### src/rtl/soc_pkg.sv
// Shared MDIO management definitions: FSM encoding, opcodes and preamble length.
package soc_pkg;

  typedef logic [2:0] mdio_state_e;

  localparam mdio_state_e MDIO_PRE   = 3'd0;
  localparam mdio_state_e MDIO_ST    = 3'd1;
  localparam mdio_state_e MDIO_OP    = 3'd2;
  localparam mdio_state_e MDIO_PHYAD = 3'd3;
  localparam mdio_state_e MDIO_REGAD = 3'd4;
  localparam mdio_state_e MDIO_TA    = 3'd5;
  localparam mdio_state_e MDIO_DATA  = 3'd6;

  localparam logic [1:0] MDIO_OP_RD = 2'b10;
  localparam logic [1:0] MDIO_OP_WR = 2'b01;

  localparam int unsigned MDIO_PRE_LEN = 32;

  // Status register image with the live link bit spliced into bit 2.
  function automatic logic [15:0] mdio_bmsr(input logic [15:0] base, input logic link);
    logic [15:0] v;
    v    = base;
    v[2] = link;
    return v;
  endfunction

endpackage

### src/rtl/mdio_sync_edge.sv
// Two-flop synchronizer with a rising-edge detector on the synchronized output.
module mdio_sync_edge #(
  parameter logic ResetVal = 1'b0
) (
  input  logic clk,
  input  logic rst,
  input  logic d_i,
  output logic q_o,
  output logic rise_o
);

  logic [2:0] sh_q;

  always_ff @(posedge clk or posedge rst) begin
    if (rst) begin
      sh_q <= {3{ResetVal}};
    end else begin
      sh_q <= {sh_q[1:0], d_i};
    end
  end

  assign q_o    = sh_q[1];
  assign rise_o = sh_q[1] & ~sh_q[2];

endmodule

### src/rtl/mdio_responder.sv
// Clause-22 MDIO responder: oversamples MDC/MDIO, decodes frames for the strapped
// PHY address and serves a 32x16 register file.
module mdio_responder
  import soc_pkg::*;
#(
  parameter logic [15:0] PHY_ID1   = 16'h0000,
  parameter logic [15:0] PHY_ID2   = 16'h0000,
  parameter logic [15:0] BMSR_BASE = 16'h7849
) (
  input  logic        clk,
  input  logic        rst,
  input  logic [4:0]  phy_addr,
  input  logic        link_up,
  input  logic        mdc,
  input  logic        mdio_i,
  output logic        mdio_o,
  output logic        mdio_oe,
  output logic        wr_en,
  output logic [4:0]  wr_addr,
  output logic [15:0] wr_data,
  output logic        sw_reset
);

  localparam logic [5:0] PreLen = 6'(MDIO_PRE_LEN);

  logic mdc_s, mdc_rise, mdio_s, mdio_rise_unused;

  mdio_sync_edge #(.ResetVal(1'b0)) u_sync_mdc (
    .clk    (clk),
    .rst    (rst),
    .d_i    (mdc),
    .q_o    (mdc_s),
    .rise_o (mdc_rise)
  );

  mdio_sync_edge #(.ResetVal(1'b1)) u_sync_mdio (
    .clk    (clk),
    .rst    (rst),
    .d_i    (mdio_i),
    .q_o    (mdio_s),
    .rise_o (mdio_rise_unused)
  );

  mdio_state_e state_q, state_d;
  logic [5:0]  pre_cnt_q, pre_cnt_d;
  logic [4:0]  bit_cnt_q, bit_cnt_d;
  logic [1:0]  op_q, op_d;
  logic [4:0]  addr_sh_q, addr_sh_d;
  logic [4:0]  regad_q, regad_d;
  logic        match_q, match_d;
  logic [15:0] sh_q, sh_d;
  logic        mdio_o_q, mdio_o_d, mdio_oe_q, mdio_oe_d;
  logic        wr_en_q, wr_en_d, sw_reset_q, sw_reset_d;
  logic [4:0]  wr_addr_q, wr_addr_d;
  logic [15:0] wr_data_q, wr_data_d;
  logic        commit;
  logic [15:0] regs_q [32];
  logic [4:0]  rd_addr;
  logic [15:0] rd_val;
  logic        rd_match;

  assign rd_addr  = {addr_sh_q[3:0], mdio_s};
  assign rd_match = (op_q == MDIO_OP_RD) && match_q;

  always_comb begin
    unique case (rd_addr)
      5'd1:    rd_val = mdio_bmsr(BMSR_BASE, link_up);
      5'd2:    rd_val = PHY_ID1;
      5'd3:    rd_val = PHY_ID2;
      default: rd_val = regs_q[rd_addr];
    endcase
  end

  always_comb begin
    state_d    = state_q;
    pre_cnt_d  = pre_cnt_q;
    bit_cnt_d  = bit_cnt_q;
    op_d       = op_q;
    addr_sh_d  = addr_sh_q;
    regad_d    = regad_q;
    match_d    = match_q;
    sh_d       = sh_q;
    mdio_o_d   = mdio_o_q;
    mdio_oe_d  = mdio_oe_q;
    wr_en_d    = 1'b0;
    sw_reset_d = 1'b0;
    wr_addr_d  = wr_addr_q;
    wr_data_d  = wr_data_q;
    commit     = 1'b0;
    if (mdc_rise) begin
      case (state_q)
        MDIO_PRE: begin
          if (mdio_s) begin
            if (pre_cnt_q != PreLen) pre_cnt_d = pre_cnt_q + 6'd1;
          end else if (pre_cnt_q == PreLen) begin
            state_d   = MDIO_ST;
            pre_cnt_d = '0;
          end else begin
            pre_cnt_d = '0;
          end
        end
        MDIO_ST: begin
          if (mdio_s) begin
            state_d   = MDIO_OP;
            bit_cnt_d = '0;
          end else begin
            state_d   = MDIO_PRE;
            pre_cnt_d = '0;
          end
        end
        MDIO_OP: begin
          op_d = {op_q[0], mdio_s};
          if (bit_cnt_q == 5'd0) begin
            bit_cnt_d = 5'd1;
          end else if (op_d == MDIO_OP_RD || op_d == MDIO_OP_WR) begin
            state_d   = MDIO_PHYAD;
            bit_cnt_d = '0;
          end else begin
            state_d   = MDIO_PRE;
            pre_cnt_d = '0;
          end
        end
        MDIO_PHYAD: begin
          addr_sh_d = rd_addr;
          bit_cnt_d = bit_cnt_q + 5'd1;
          if (bit_cnt_q == 5'd4) begin
            match_d   = (rd_addr == phy_addr);
            state_d   = MDIO_REGAD;
            bit_cnt_d = '0;
          end
        end
        MDIO_REGAD: begin
          addr_sh_d = rd_addr;
          bit_cnt_d = bit_cnt_q + 5'd1;
          if (bit_cnt_q == 5'd4) begin
            regad_d   = rd_addr;
            sh_d      = rd_val;
            state_d   = MDIO_TA;
            bit_cnt_d = '0;
          end
        end
        MDIO_TA: begin
          if (bit_cnt_q == 5'd0) begin
            bit_cnt_d = 5'd1;
            if (rd_match) begin
              mdio_oe_d = 1'b1;
              mdio_o_d  = 1'b0;
            end
          end else if (op_q == MDIO_OP_WR && mdio_s) begin
            state_d   = MDIO_PRE;
            pre_cnt_d = '0;
          end else begin
            state_d   = MDIO_DATA;
            bit_cnt_d = '0;
            if (rd_match) begin
              mdio_o_d = sh_q[15];
              sh_d     = {sh_q[14:0], 1'b0};
            end
          end
        end
        MDIO_DATA: begin
          bit_cnt_d = bit_cnt_q + 5'd1;
          if (op_q == MDIO_OP_RD) begin
            if (bit_cnt_q != 5'd15) begin
              if (match_q) mdio_o_d = sh_q[15];
              sh_d = {sh_q[14:0], 1'b0};
            end else begin
              // Initiator has just sampled D0; release the pad.
              mdio_oe_d = 1'b0;
              mdio_o_d  = 1'b1;
              state_d   = MDIO_PRE;
              pre_cnt_d = '0;
            end
          end else begin
            sh_d = {sh_q[14:0], mdio_s};
            if (bit_cnt_q == 5'd15) begin
              if (match_q) begin
                wr_en_d    = 1'b1;
                wr_addr_d  = regad_q;
                wr_data_d  = sh_d;
                sw_reset_d = (regad_q == 5'd0) && sh_d[15];
                commit     = 1'b1;
              end
              state_d   = MDIO_PRE;
              pre_cnt_d = '0;
            end
          end
        end
        default: begin
          state_d   = MDIO_PRE;
          pre_cnt_d = '0;
        end
      endcase
    end
  end

  always_ff @(posedge clk or posedge rst) begin
    if (rst) begin
      state_q    <= MDIO_PRE;
      pre_cnt_q  <= '0;
      bit_cnt_q  <= '0;
      op_q       <= '0;
      addr_sh_q  <= '0;
      regad_q    <= '0;
      match_q    <= 1'b0;
      sh_q       <= '0;
      mdio_o_q   <= 1'b1;
      mdio_oe_q  <= 1'b0;
      wr_en_q    <= 1'b0;
      sw_reset_q <= 1'b0;
      wr_addr_q  <= '0;
      wr_data_q  <= '0;
    end else begin
      state_q    <= state_d;
      pre_cnt_q  <= pre_cnt_d;
      bit_cnt_q  <= bit_cnt_d;
      op_q       <= op_d;
      addr_sh_q  <= addr_sh_d;
      regad_q    <= regad_d;
      match_q    <= match_d;
      sh_q       <= sh_d;
      mdio_o_q   <= mdio_o_d;
      mdio_oe_q  <= mdio_oe_d;
      wr_en_q    <= wr_en_d;
      sw_reset_q <= sw_reset_d;
      wr_addr_q  <= wr_addr_d;
      wr_data_q  <= wr_data_d;
    end
  end

  // Regs 1-3 are constants; reg 0 bit 15 is a self-clearing reset request.
  always_ff @(posedge clk or posedge rst) begin
    if (rst) begin
      for (int i = 0; i < 32; i++) regs_q[i] <= '0;
    end else if (commit && !(regad_q inside {5'd1, 5'd2, 5'd3})) begin
      regs_q[regad_q] <= (regad_q == 5'd0) ? {1'b0, sh_d[14:0]} : sh_d;
    end
  end

  assign mdio_o   = mdio_o_q;
  assign mdio_oe  = mdio_oe_q;
  assign wr_en    = wr_en_q;
  assign wr_addr  = wr_addr_q;
  assign wr_data  = wr_data_q;
  assign sw_reset = sw_reset_q;

  logic unused_mdc_s;
  assign unused_mdc_s = mdc_s;

endmodule

### config.mk
export PLATFORM = sky130hd
export DESIGN_NAME = mdio_responder
export DESIGN_NICKNAME = d
export VERILOG_FILES = /design/src/rtl/soc_pkg.sv /design/src/rtl/mdio_sync_edge.sv /design/src/rtl/mdio_responder.sv
export SDC_FILE = /design/constraint.sdc
export NUM_CORES = 2
export LEC_CHECK = 0
export CORE_MARGIN = 2
export CORE_UTILIZATION = 35
export CTS_CLUSTER_SIZE = 12
export DETAILED_ROUTE_END_ITERATION = 12
export GPL_TIMING_DRIVEN = 0
export PLACE_DENSITY_LB_ADDON = 0.1
export SYNTH_ARGS = -nofsm -noshare
export SYNTH_HDL_FRONTEND = slang
export SYNTH_SLANG_ARGS = --single-unit
### constraint.sdc
create_clock -name clk -period 25.8 [get_ports clk]
set_input_delay 5.16 -clock clk [delete_from_list [all_inputs] [get_ports clk]]
set_output_delay 5.16 -clock clk [all_outputs]
set_load 0.05 [all_outputs]
==> results_dict.tcl <==
set metrics [dict create \
    totalWireLength_um 92900 \
    cts_root_buf "clkbuf_16" \
    yosysMostFrequentCell "dfrtp_1" \
    path_clk_slew_ns 0.06 \
    worstSetupEndpointType "flip-flop" \
    worst-endpoint-arrival_ns 7.72 \
    timing.final.max_slew_violations 0 \
    synth_top_area_share_pct 55.4 \
    die_footprint_um2 77200 \
    ys.warnings.count 0 \
    fillCellCount 7221 \
    whs_ns 0.351 \
    outcome "finished clean" \
    via_count_of_the_first_global_routing_pass 19900 \
    floorplan.initialDensity_pct 35.3 \
    cts_setup_buffers 0 \
    path_class "primary input to flip-flop" \
    fmax_ghz 0.137 \
    synth_seq_area_share_pct 55.7 \
    grt_max_degree 123 \
    htree_levels 3 \
    path_max_fanout 10 \
    detail_route.wirelength.met1_um 42200 \
    tritoncts "yes" \
    place_congestion 0.885 \
    skew_final_ns 0.0222 \
    clk_path_buf_depth 3 \
    drt.antenna.violating_nets 0 \
    hpwlAfterDp_um 65800 \
    area_added_between_synthesis_and_finish_pct 15.0 \
    drc_errors_left 0 \
    setup_ws_ns 18.52 \
    synth_commonest_cells "dfrtp_1 (581), nand2_1 (385), o21ai_0 (292)" \
    cts.sinks 584 \
    grt_pass1_wl_um 138000 \
    met2_length_um 42200 \
    syn_area_per_cell_um2 10.8 \
    routed_via_density 5.58 \
    detail_route.wl_per_cell_um 26.1 \
    total_leakage_power_nw 13.0 \
    grt-ovfl-total 0 \
    ys_ff_latch 584 \
    grt_setup_unrepaired "false" \
    fin_crit_ns 7.28 \
    timing.final.setup_violations 0 \
    dominantRegCellSynth "dfrtp_1" \
    detail_route.iter0.violations 1945 \
    synth.cell_area_um2 26200 \
    drive_above_1_share_pct 14.7 \
    clock_latency_ns 0.61 \
    vdd_drop_max_mv 0.0497 \
    place_ws_ns 17.94 \
    grt_antenna_before_repair 0 \
    routed.top_layer "met4" \
    gr-usage-all-layers_pct 24.3 \
    num_rows 100 \
    hold_buffers 0 \
    ios 35 \
    synth-edff-count 0 \
    final_critical_path_share_of_the_clock_period_pct 28.2 \
    number_of_unique_standard_cell_types_used_by_synthesis 76 \
    ys_async_sr_fraction_pct 100 \
    tritoncts.num_buffers 70 \
    min_path_type "flip-flop to flip-flop" \
    power-per-cell-area_nw_per_um2 64.1 \
    mappedNetlistNets 2436 \
    worst_pin_slew_ns 1.34 \
    first_pass_iters 6 \
    cts_repair_resize_count 0 \
    synth_top_cells_by_area "dfrtp_1 (55%), mux4_2 (11%), o21ai_0 (5.6%)" \
    synth_area_leader_cell "dfrtp_1" \
    synthesis.instances 2421 \
    max_cap_violations 0 \
    start_kind "primary input" \
    core_region_area_um2 74300 \
    nNetsFinal 2548 \
    wl_met3_um 5610 \
    dieHeight_um 278 \
    timing.slew.headroom_pct 10.6 \
    placement.io_buffers 34 \
    die_x_um 278 \
    finalHoldViolCount 0 \
    critical_path_required_time_ns 26.24 \
    vias 19800 \
]
[worst paths after layout]
check	from	end	slack, ns	depth (start not counted)
min in group asynchronous	rst	regs_q[60]$_DFFE_PP0P_	5.01	2
setup / recovery	link_up	regs_q[50]$_DFFE_PP0P_	18.52	6
hold / removal	u_sync_mdc.sh_q[0]$_DFF_PP0_	u_sync_mdc.sh_q[1]$_DFF_PP0_	0.35	0
max in group asynchronous	rst	addr_sh_q[1]$_DFFE_PP0P_	19.04	5
setup reg to reg	bit_cnt_q[0]$_DFFE_PP0P_	regs_q[50]$_DFFE_PP0P_	21.53	10
hold reg to reg	u_sync_mdc.sh_q[0]$_DFF_PP0_	u_sync_mdc.sh_q[1]$_DFF_PP0_	0.35	0
[power by group]
part	total (mW)	leakage [nW]	internal [mW]	switching, mW
logic	0.0414	3.90	0.0109	0.0305
clock network	0.971	1.11	0.570	0.401
registers	0.921	7.98	0.918	0.00244
total	1.93	13.0	1.50	0.434
[layer usage]
layer	vias to the layer above	track usage [%]
met2	675	37.2
met5	-	0
met1	10300	35.2
met4	0	8.21
met3	156	3.96
li1	8698	-
[sequential cells by signal, summed over array words and instances, names as in the netlist]
name and cells:
addr_sh_q 4, bit_cnt_q 5, match_q 1, mdio_o 1, mdio_oe 1, op_q 2
pre_cnt_q 6, regad_q 5, regs_q 512, sh_q 16, state_q 3, sw_reset 1
u_sync_mdc.sh_q 3, u_sync_mdio.sh_q 2, wr_addr 5, wr_data 16, wr_en 1
[layout by cell type, fill, tap and decap left out, drive strengths merged, types with 8 or more instances in the layout]
cell / netlist / final
dfrtp: 581 / 581
o31ai: 12 / 12
and3: 14 / 14
clkbuf: 178 / 280
clkdlybuf4s50: 0 / 34
nor3b: 9 / 9
mux2i: 50 / 50
nand2: 385 / 385
o21ai: 304 / 304
mux4: 130 / 130
a21oi: 204 / 204
a31oi: 8 / 8
buf: 71 / 77
nand3: 47 / 47
nor3: 20 / 20
nor2: 215 / 215
nor2b: 14 / 14
a221oi: 8 / 8
a22oi: 20 / 20
mux2: 21 / 21
clkinv: 1 / 17
inv: 15 / 18
[worst max-delay path: stages]
cell,delay [ns]
clkdlybuf4s50_1,0.46
nand2_1,0.09
o31ai_1,0.06
a221oi_1,1.09
clkbuf_1,0.61
o21ai_0,0.23
[final cells by class]
cell class              count  area (um2)  area share (%)
flip-flops and latches    584       14600            48.4
well taps                 969        1210            4.02
diodes                      1        2.50         0.00829
clock buffers             102        2040            6.77
inverters                  16        67.6           0.224
repair buffers             40         483            1.60
clock inverters            21         185           0.614
plain buffers             249        1060            3.50
multi-input cells        1572       10500            34.8
[through the flow]
stage                     power, mW  instance area, um2  utilization, %  instances   TNS, ns
final                          1.93               30200            40.6       3554         0
after global routing           2.00               30200            40.6       3553         0
after CTS                      1.95               30200            40.6       3553         0
after detailed placement      0.980               28000            37.6       3430         0
after global placement        0.978               27800            37.4       3424  -1684.25
after floorplan               0.964               26200               -       2421         0
[cell families after synthesis]
group                    after synthesis  share of synthesized area, %
AO/OA/AOI/OAI                        605                          12.9
XOR/XNOR                               6                         0.200
adder cells (fa/ha/maj)                5                         0.238
buffers and inverters                265                          4.25
flip-flops                           584                          55.7
multiplexers                         201                          14.0
AND/OR/NAND/NOR                      755                          12.8
(Power assumes the default switching activity.)
